`src/rtl/sel_4_1_rr_arbiter.sv`:
```
// sel_4_1_rr_arbiter
//   Arbitrates four requesters sharing one 4-to-1 selector datapath. The winner
//   owns the selector until it drops its request or, while another requester is
//   waiting, until it has held the grant for MAX_HOLD consecutive cycles. Every
//   change of owner passes through one idle cycle (gnt=0) so the selector output
//   can settle before the next owner sees it.
//
// Configuration macro:
//   SEL_ARB_FIXED_PRIO_EN  defined   -> fixed priority, lowest request index wins
//                          undefined -> round-robin starting after the last owner
//
// Parameters:
//   MAX_HOLD  max consecutive grant cycles for one owner while others wait (2..255)
//   CNT_W     hold counter width, 2**CNT_W > MAX_HOLD
//
// Ports:
//   clk      rising-edge clock
//   rst      synchronous active-high reset
//   req      request per source, req[i] drives selector input i
//   gnt      registered one-hot grant, zero when no owner
//   sel      registered selector code, index of current/last owner
//   valid    1 while gnt is non-zero
//   preempt  1-cycle pulse when a grant is ended by the hold timeout

module sel_4_1_rr_arbiter #(
  parameter int MAX_HOLD = 16,
  parameter int CNT_W    = 8
) (
  input  logic       clk,
  input  logic       rst,
  input  logic [3:0] req,
  output logic [3:0] gnt,
  output logic [1:0] sel,
  output logic       valid,
  output logic       preempt
);

  typedef enum logic {IDLE, GRANT} state_t;

  localparam logic [CNT_W-1:0] HOLD_MAX = CNT_W'(MAX_HOLD);

  state_t           state;
  logic [CNT_W-1:0] cnt;
  logic [1:0]       winner;
  logic             others_wait;

  // gnt is one-hot on the owner, so masking req with ~gnt leaves only waiters.
  assign others_wait = |(req & ~gnt);

`ifdef SEL_ARB_FIXED_PRIO_EN
  // Lowest asserted index wins; scanning downward lets index 0 overwrite last.
  always_comb begin
    winner = 2'd0;
    for (int k = 3; k >= 0; k--) begin
      if (req[k]) winner = 2'(k);
    end
  end
`else
  logic [1:0] last;

  // Scan last+4 (== last) down to last+1 so the nearest request after the
  // previous owner is the final assignment and therefore the winner.
  always_comb begin
    winner = last;
    for (int k = 4; k >= 1; k--) begin
      if (req[last + 2'(k)]) winner = last + 2'(k);
    end
  end
`endif

  always_ff @(posedge clk) begin
    if (rst) begin
      state   <= IDLE;
      gnt     <= 4'b0000;
      sel     <= 2'd0;
      valid   <= 1'b0;
      preempt <= 1'b0;
      cnt     <= '0;
`ifndef SEL_ARB_FIXED_PRIO_EN
      last    <= 2'd3;
`endif
    end else begin
      case (state)
        IDLE: begin
          preempt <= 1'b0;
          if (|req) begin
            state <= GRANT;
            gnt   <= 4'(1) << winner;
            sel   <= winner;
            valid <= 1'b1;
            cnt   <= CNT_W'(1);
`ifndef SEL_ARB_FIXED_PRIO_EN
            last  <= winner;
`endif
          end else begin
            gnt   <= 4'b0000;
            valid <= 1'b0;
          end
        end
        GRANT: begin
          if (!req[sel]) begin
            // Owner released; a release on the timeout cycle is not a preemption.
            state   <= IDLE;
            gnt     <= 4'b0000;
            valid   <= 1'b0;
            cnt     <= '0;
            preempt <= 1'b0;
          end else if (cnt == HOLD_MAX && others_wait) begin
            state   <= IDLE;
            gnt     <= 4'b0000;
            valid   <= 1'b0;
            cnt     <= '0;
            preempt <= 1'b1;
          end else begin
            // Sole requester keeps the grant indefinitely; counter saturates.
            preempt <= 1'b0;
            if (cnt != HOLD_MAX) cnt <= cnt + 1'b1;
          end
        end
      endcase
    end
  end

endmodule

```
`config.mk`:
```
export PLATFORM = sky130hd
export DESIGN_NAME = sel_4_1_rr_arbiter
export DESIGN_NICKNAME = d
export VERILOG_FILES = /design/src/rtl/sel_4_1_rr_arbiter.sv
export SDC_FILE = /design/constraint.sdc
export NUM_CORES = 1
export LEC_CHECK = 0
export ABC_AREA = 1
export CELL_PAD_IN_SITES_DETAIL_PLACEMENT = 1
export CELL_PAD_IN_SITES_GLOBAL_PLACEMENT = 1
export CORE_UTILIZATION = 39
export DETAILED_ROUTE_END_ITERATION = 10
export PLACE_DENSITY = 0.75
export SKIP_LAST_GASP = 1
export SYNTH_ARGS = -nofsm -noshare
export SYNTH_HDL_FRONTEND = slang
export SYNTH_SLANG_ARGS = --single-unit
```
`constraint.sdc`:
```
create_clock -name clk -period 1.9 [get_ports clk]
set_input_delay 0.19 -clock clk [delete_from_list [all_inputs] [get_ports clk]]
set_output_delay 0.19 -clock clk [all_outputs]
set_load 0.02 [all_outputs]
```
==> flow_summary.json <==
{
  "synth_area_leaders": "dfxtp_1 (31%), nand2_1 (18%), inv_1 (7.1%)",
  "synth_top_family_by_area": "simple AND/OR/NAND/NOR gates",
  "die-area_mm2": 0.00336,
  "drive_gt1_share_pct": 12.9,
  "design_area_mm2": 0.00142,
  "instances_no_fill": 233,
  "cp.required_ns": 2.10,
  "rsz0062_at_grt": "no",
  "insertion_delay_ns": 0.29,
  "met1_usage_pct": 25.5,
  "place_inst": 229,
  "final_hold_viol_count": 0,
  "met3_usage_pct": 2.01,
  "die_width_um": 58.0,
  "layout_commonest_cell": "nand2_1",
  "ant_nets": 0,
  "regArea_um2": 382,
  "hp-start": "valid",
  "status": "finished with violations",
  "fmax_mhz": 632,
  "grt_use_total_pct": 21.4,
  "vias": 1195,
  "worstMarginPinSlew_ns": 0.356,
  "critPathMaxFanout": 8,
  "violations": "design-rule violations",
  "dr.first_iter.drc_count": 43,
  "final_cell_mix": "nand2_1 (57), inv_1 (23), dfxtp_1 (18), nand3_1 (14), clkdlybuf4s50_1 (13)",
  "powerDensity_mw_per_mm2": 1020,
  "setup_viol": 0,
  "gp_congestion": 0.825,
  "cts_num_sinks": 19,
  "slew_violations": 0,
  "io_buffers": 13,
  "crit_type": "reg2reg",
  "finalWirelength_mm": 3.19,
  "cts_tree": "done",
  "synth_xor_area_share_pct": 3.59,
  "synth_cells": 186,
  "yosysWarnings": 0,
  "setup_slack_ns": 0.318,
  "synthSimpleGateAreaFrac_pct": 37.5,
  "cts_resized": 0,
  "drc": 2,
  "max_cap_violations": 0,
  "ys_seq_area_share_pct": 31.1,
  "cts_setup_buffers": 0,
  "maxSlewHeadroom_pct": 76.2,
  "synthAdderAreaFrac_pct": 2.05,
  "cts_max_path_buffers": 2,
  "synthesis.nets": 194,
  "core_mm2": 0.00285,
  "synth_cell_types": 31,
  "synth_mux_area_share_pct": 0,
  "synthesis.area_per_instance_um2": 6.57,
  "detailed_place_hpwl_mm": 2.63,
  "busiest_layer": "met2",
  "die_y_um": 58.0,
  "cp_data_arrival_time_ns": 1.78,
  "synth_compound_gate_area_share_pct": 16.3,
  "critPathCaptureType": "flop",
  "synth_top_area_share_pct": 31.1,
  "dp_slack_ns": 0.0843,
  "grt_util_met2_pct": 39.9,
  "hold_buffers": 0,
  "cts.clk_slew.worst_paths_ns": 0.10,
  "synth.largest_area_cell": "dfxtp_1",
  "cp-startpoint": "last[0]",
  "area_growth_pct": 16.3,
  "cellLeakagePower_nw": 0.648,
  "ys_ff_latch": 19,
  "io_pins": 14,
  "irDropWorstVdd_v": 0.000332,
  "r2r_start": "last[0]",
  "clock-root-buffer": "clkbuf_4",
  "place_area_mm2": 0.00139,
  "nets": 211,
  "grt_start_max_net_pins": 11,
  "clock-skew-final_ns": 0.00410,
  "setup-tns-final_ns": 0,
  "holdWs_ns": 0.480,
  "via_per_inst": 5.13,
  "fin_crit_ns": 1.58,
  "grt_antenna_before_repair": 0,
  "h-tree-depth": 1,
  "nFillCells": 387,
  "multiInputGateArea_um2": 726,
  "grt-ovfl-total": 0,
  "rows": 19,
  "start_util_pct": 42.8,
  "worstHoldPathType": "reg2reg",
  "grt_pass1_vias": 1232,
  "grt_pass1_wl_mm": 5.49,
  "netlist_area_mm2": 0.00122,
  "wl_per_cell_um": 13.7,
  "fin_crit_sh_pct": 83.2,
  "drt-pass1-iter-count": 7,
  "cts_made_buffers": 3,
  "critPathLaunchType": "flop",
  "diodes": 0
}
[worst max-delay path, stage by stage (launching register included)]
cell      delay (ns)
dfxtp_2         0.38
inv_1           0.19
nand2_1         0.10
nand2_2         0.13
nand2_1         0.09
nand2_1         0.07
nand2_1         0.08
nand2_1         0.09
nand2_1         0.06
nand2_2         0.11
nand2_1         0.06
o211ai_1        0.08
inv_1           0.05
[layout make-up]
type	instances	area share [%]
multi-input cells	138	51.1
flip-flops and latches	19	26.9
repair buffers	16	10.7
inverters	25	6.70
well taps	31	2.73
clock buffers	4	1.85
[where the power goes]
| part | internal (mW) | switching, mW |
|---|---|---|
| logic | 0.256 | 0.439 |
| clock network | 0.0817 | 0.124 |
| registers | 0.463 | 0.0793 |
[cells in the mapped netlist]
cell and instances:
nand2_1 57, inv_1 23, dfxtp_1 19, nand3_1 14
a21oi_1 12, nor2_1 11, a21oi_2 5, o21ai_0 5
xor2_1 5, nand2_2 4, nand4_1 3, clkbuf_1 2
ha_1 2, nor2_2 2, nor3_1 2, o211ai_1 2
o21ai_1 2, o21ai_2 2, o22ai_1 2, a22oi_1 1
buf_2 1, buf_4 1, clkinv_2 1, inv_2 1
nand2_4 1, nand2_8 1, nor3_4 1, nor4_1 1
o21a_1 1, or2_1 1, or2_2 1
[path summary, 6_finish.rpt]
path	to	slack [ns]	depth (start not counted)
min	valid	0.48	1
min reg2reg	valid	0.48	1
max reg2reg	sel[0]	0.32	12
max	sel[0]	0.32	12
[per-stage QoR]
step                power (mW)  util [%]
CTS                       1.46      49.7
global route              1.56      49.8
finish                    1.44      49.8
detailed placement        1.25      48.8
global placement          1.23      48.8
floorplan                 1.01         -
[sequential cells by signal, summed over array words and instances, names as in the netlist]
signal,count
cnt,8
gnt,4
last,2
sel,2
preempt,1
state,1
valid,1
[routing by layer]
metal  share of wire (%)  vias up
li1                    -      626
met1                  46      554
met2                  52       13
met3                 1.8        2
met4                0.60        0
met5                   0        -
[logic make-up after synthesis]
family / count (synthesis)
compound gates: 32
xor+xnor: 5
fa+ha+maj: 2
buf+inv: 29
flops: 19
simple gates: 99
No activity file was read; power rests on OpenSTA's default activity.
